===== config.mk =====
export PLATFORM = sky130hd
export DESIGN_NAME = gb80_bus_controller
export DESIGN_NICKNAME = d
export VERILOG_FILES = /design/src/rtl/gb80_pkg.sv /design/src/rtl/gb80_tcycle_counter.sv /design/src/rtl/gb80_bus_controller.sv
export SDC_FILE = /design/constraint.sdc
export NUM_CORES = 1
export LEC_CHECK = 0
export CAP_MARGIN = 15
export CORE_ASPECT_RATIO = 1.5
export CORE_UTILIZATION = 30
export DETAILED_ROUTE_END_ITERATION = 8
export GPL_TIMING_DRIVEN = 0
export MAX_ROUTING_LAYER = met4
export PLACE_DENSITY = 0.66
export SYNTH_ARGS = -nofsm -noshare
export SYNTH_HDL_FRONTEND = slang
export SYNTH_SLANG_ARGS = --single-unit

===== constraint.sdc =====
create_clock -name i_clk -period 2.4 [get_ports i_clk]
set_clock_uncertainty 0.15 [all_clocks]
set_input_delay 0.36 -clock i_clk [delete_from_list [all_inputs] [get_ports i_clk]]
set_output_delay 0.36 -clock i_clk [all_outputs]
set_load 0.01 [all_outputs]

===== src/rtl/gb80_pkg.sv =====
// Shared widths, M-cycle length and bus op encodings for the gb80 memory-side bus.
package gb80_pkg;
   localparam int GB80_T_PER_M = 4;
   localparam int GB80_ADDR_W  = 16;
   localparam int GB80_DATA_W  = 8;

   localparam logic BUS_RD = 1'b0;
   localparam logic BUS_WR = 1'b1;
endpackage


===== src/rtl/gb80_tcycle_counter.sv =====
// T-state phase counter: i_start enters phase 0 next cycle, free-runs to T_PER_M-1, then idles.
// Zero-latency outputs from registered state; no backpressure, a restart is only honoured when the caller allows it.
module gb80_tcycle_counter
   import gb80_pkg::*;
#(
   parameter int T_PER_M = GB80_T_PER_M
) (
   input  logic                       i_clk,
   input  logic                       i_reset,
   input  logic                       i_start,
   output logic                       o_active,
   output logic [$clog2(T_PER_M)-1:0] o_phase,
   output logic                       o_last
);
   localparam int              PH_W    = $clog2(T_PER_M);
   localparam logic [PH_W-1:0] PH_LAST = PH_W'(T_PER_M - 1);

   logic            active_q, active_d;
   logic [PH_W-1:0] phase_q, phase_d;

   always_ff @(posedge i_clk) begin
      if (i_reset) begin
         active_q <= 1'b0;
         phase_q  <= '0;
      end else begin
         active_q <= active_d;
         phase_q  <= phase_d;
      end
   end

   // Wrap only through a restart or IDLE; the phase never runs past the last T-state.
   always_comb begin
      active_d = active_q;
      phase_d  = phase_q;
      if (i_start) begin
         active_d = 1'b1;
         phase_d  = '0;
      end else if (active_q && (phase_q == PH_LAST)) begin
         active_d = 1'b0;
         phase_d  = '0;
      end else if (active_q) begin
         phase_d  = phase_q + 1'b1;
      end
   end

   always_comb begin
      o_active = active_q;
      o_phase  = phase_q;
      o_last   = active_q && (phase_q == PH_LAST);
   end
endmodule


===== src/rtl/gb80_bus_controller.sv =====
// M-cycle bus sequencer: one core request becomes a T_PER_M-clock memory access; ack in the final T-state.
// Accepts only when idle or in the final T-state; i_hold or a busy cycle leaves i_req pending (core holds it).
module gb80_bus_controller
   import gb80_pkg::*;
#(
   parameter int T_PER_M = GB80_T_PER_M,
   parameter int ADDR_W  = GB80_ADDR_W,
   parameter int DATA_W  = GB80_DATA_W
) (
   input  logic              i_clk,
   input  logic              i_reset,
   input  logic              i_req,
   input  logic              i_we,
   input  logic [ADDR_W-1:0] i_addr,
   input  logic [DATA_W-1:0] i_wdata,
   input  logic              i_hold,
   output logic              o_ready,
   output logic              o_ack,
   output logic [DATA_W-1:0] o_rdata,
   output logic [ADDR_W-1:0] o_memory_addr,
   output logic              o_memory_rd,
   output logic              o_memory_wr,
   output logic [DATA_W-1:0] o_memory_wdata,
   input  logic [DATA_W-1:0] i_memory_data
);
   localparam int              PH_W   = $clog2(T_PER_M);
   localparam logic [PH_W-1:0] PH_CAP = PH_W'(T_PER_M - 2);

   logic            active;
   logic            last;
   logic [PH_W-1:0] phase;
   logic            accept;
   logic            capture;

   logic              we_q, we_d;
   logic [ADDR_W-1:0] addr_q, addr_d;
   logic [DATA_W-1:0] wdata_q, wdata_d;
   logic [DATA_W-1:0] rdata_q, rdata_d;

   gb80_tcycle_counter #(
      .T_PER_M (T_PER_M)
   ) u_tcycle (
      .i_clk    (i_clk),
      .i_reset  (i_reset),
      .i_start  (accept),
      .o_active (active),
      .o_phase  (phase),
      .o_last   (last)
   );

   // Hold wins over a simultaneous request at the accept point.
   assign o_ready = !active || last;
   assign accept  = o_ready && i_req && !i_hold;
   assign capture = active && (we_q == BUS_RD) && (phase == PH_CAP);

   always_ff @(posedge i_clk) begin
      if (i_reset) begin
         we_q    <= BUS_RD;
         addr_q  <= '0;
         wdata_q <= '0;
         rdata_q <= '0;
      end else begin
         we_q    <= we_d;
         addr_q  <= addr_d;
         wdata_q <= wdata_d;
         rdata_q <= rdata_d;
      end
   end

   always_comb begin
      we_d    = we_q;
      addr_d  = addr_q;
      wdata_d = wdata_q;
      rdata_d = rdata_q;
      if (accept) begin
         we_d    = i_we;
         addr_d  = i_addr;
         wdata_d = i_wdata;
      end
      if (capture) begin
         rdata_d = i_memory_data;
      end
   end

   // Write strobe opens a T-state after the address so the memory sees a setup margin.
   always_comb begin
      o_memory_addr  = addr_q;
      o_memory_wdata = wdata_q;
      o_rdata        = rdata_q;
      o_ack          = last;
      o_memory_rd    = active && (we_q == BUS_RD) && (phase <= PH_CAP);
      o_memory_wr    = active && (we_q == BUS_WR) && (phase != '0) && (phase <= PH_CAP);
   end
endmodule


==> results.json <==
{
  "max_stage_delay_ns": 0.58,
  "num-nets-final": 286,
  "share_comb_of_total_power_pct": 16.0,
  "cp_top_family": "buffers and inverters",
  "slew_viol_final": 0,
  "hold_class": "register to register",
  "cts_tree": "done",
  "swShare_pct": 22.8,
  "postCtsSetupBuffers": 0,
  "grt_overflow": 0,
  "hold_viol": 0,
  "seq_power_share_pct": 45.7,
  "vias": 1362,
  "fin_tns_setup_ns": 0,
  "p_clk_share_pct": 38.3,
  "power_density_nw_per_um2": 540,
  "dp_hpwl_mm": 2.73,
  "crit_chain": "inv_1, ha_1, nor4bb_1, clkdlybuf4s50_1",
  "crit_buf_inv": 2,
  "die_w_um": 62.7,
  "htreeDepth": 2,
  "worstPathArrival_ns": 1.75,
  "grt_pass1_wl_mm": 5.81,
  "netlist.area_leader.share_pct": 43.5,
  "p_sw_mw": 0.316,
  "totalWireLength_mm": 3.59,
  "syn2layout_area_growth_pct": 55.3,
  "ys_top_cells_by_area": "dfxtp_1, nand2b_1, mux2i_1",
  "fin_crit_ns": 2.26,
  "drt_iter0_drc": 37,
  "place_ws_ns": 0.428,
  "core_um2": 5250,
  "synth_top_area_cell": "dfxtp_1",
  "max-cap-violations": 0,
  "critical_path_class": "register to output port",
  "die_y_um": 93.0,
  "cts_hold_buf": 0,
  "start_util_pct": 31.6,
  "grt_max_degree": 13,
  "diodes": 0,
  "grt_usage_pct": 13.2,
  "syn_area_per_cell_um2": 9.99,
  "cp_data_required_time_ns": 1.89,
  "slew_headroom_pct": 74.9,
  "drcViolationCount": 0,
  "p_int_mw": 1.07,
  "portBuffers": 72,
  "grt_pass1_vias": 1316,
  "ios": 73,
  "endpoint_kind": "output port",
  "root_buffer": "clkbuf_8",
  "outcome": "finished clean",
  "yosys_warnings": 0,
  "dp.cells": 306,
  "ys_ff_latch": 36,
  "cp_slowest_cell": "clkdlybuf4s50_1",
  "timing.final.crit_share_pct": 94.1,
  "seq_area_frac_synth_pct": 43.5,
  "antenna_found_initial": 0,
  "dieArea_um2": 5830,
  "netlist_instances": 166,
  "ant_nets": 0,
  "cp_max_fo": 3,
  "clk_pin_slew_ns": 0.08,
  "tightest_slew_ns": 0.376,
  "synth_nets": 207,
  "drive_gt1_share_pct": 7.72,
  "clock_sinks": 36,
  "grt_setup_unrepaired": "false",
  "drtPass1Iterations": 3,
  "leakagePower_nw": 0.933,
  "cts_buffers": 5,
  "rows": 32,
  "fmax_mhz": 443,
  "synth_common_cells": "nand2b_1, dfxtp_1, mux2i_1",
  "layoutNonFillerInstCount": 314,
  "synth_edf_count": 0,
  "async_flop_share_pct": 0,
  "post_cts_resized": 0,
  "viasPerCell": 4.34,
  "ir_worst_vdd_uv": 278,
  "synth_cell_types": 22,
  "setup_viol": 0,
  "netlist_area_um2": 1660,
  "ys.flop_type": "dfxtp_1",
  "wl_per_cell_um": 11.4,
  "place_congestion": 0.715,
  "yosysMostFrequentCell": "nand2b_1",
  "crit_path_start_kind": "register",
  "clk_latency_ns": 0.28,
  "fin_ws_ns": 0.141,
  "clockBufferDepth": 2
}
## layer usage
layer,vias up,global-route usage (%),part of all wire (%)
met1,622,13.7,41
met3,5,3.17,5.0
met5,-,-,0
met2,42,23.4,53
li1,693,-,-
met4,0,5.81,1.7
## area by class of cell
class	count	area, um2
buffer	11	91.3
timing repair buffer	72	721
tap	68	85.1
sequential	36	721
clock inverter	3	42.5
clock buffer	5	68.8
multi-input combinational	117	838
fill	509	2670
inverter	2	7.51
## worst paths after layout
path / from / to / slack (ns) / cells after the start
setup reg to reg: u_tcycle.o_phase[1] / o_memory_addr[13] / 0.76 / 6
hold / removal: o_rdata[1] / o_rdata[1] / 0.30 / 2
setup / recovery: u_tcycle.o_phase[0] / o_memory_wr / 0.14 / 4
hold reg to reg: o_rdata[1] / o_rdata[1] / 0.30 / 2
## layout by cell type, fill, tap and decap left out
cell type        Yosys  final
a21oi_1              9      9
and2_1               1      1
and3b_1              1      1
buf_12               2      2
buf_2                2      2
buf_6                2      2
bufinv_16            0      1
clkbuf_1             5      5
clkbuf_8             0      5
clkdlybuf4s50_1      0     72
clkinv_2             0      1
clkinvlp_4           0      1
dfxtp_1             36     36
ha_1                 4      4
inv_1                2      2
mux2_1               1      1
mux2i_1             25     25
nand2_1             17     17
nand2b_1            50     50
nand2b_2             1      1
nand2b_4             1      1
nand3b_1             1      1
nor2b_4              1      1
nor3_2               2      2
nor3b_1              1      1
nor4bb_1             1      1
o22a_1               1      1
## worst reg2reg max path, stage by stage (launching register included)
cell      delay (ns)
dfxtp_1         0.39
ha_1            0.22
nand2b_4        0.15
nor2b_4         0.14
buf_6           0.18
buf_12          0.16
mux2i_1         0.19
## stage by stage
step	util (%)	cell area (um2)	hold slack, ns	power, mW
2_1_floorplan	-	1660	0.323	0.751
3_3_place_gp	47.0	2460	0.293	0.874
3_5_place_dp	47.0	2460	0.299	0.875
4_1_cts	49.1	2570	0.310	1.41
5_1_grt	49.1	2570	0.338	1.45
6_report	49.1	2570	0.305	1.39
## sequential cells by signal, indices dropped and copies added (netlist names)
| name | flops |
|---|---|
| o_memory_addr | 16 |
| o_memory_wdata | 8 |
| o_rdata | 8 |
| u_tcycle.o_phase | 2 |
| u_tcycle.o_active | 1 |
| we_q | 1 |
## cell families (layout without fill, tap and decap cells)
group,count (synthesis),count (layout),share of synthesized area (%)
AND/OR/NAND/NOR,77,77,28.5
multiplexers,26,26,15.8
adder cells (fa/ha/maj),4,4,3.02
buffers and inverters,13,93,5.96
flip-flops,36,36,43.5
AO/OA/AOI/OAI,10,10,3.25
## power by group through the flow
stage	Sequential [mW]	Clock, mW	Combinational (mW)
finish	0.635	0.533	0.222
global route	0.638	0.568	0.241
CTS	0.635	0.549	0.227
detailed placement	0.649	0	0.226
global placement	0.648	0	0.226
floorplan	0.657	0	0.0939
(Power assumes the default switching activity.)
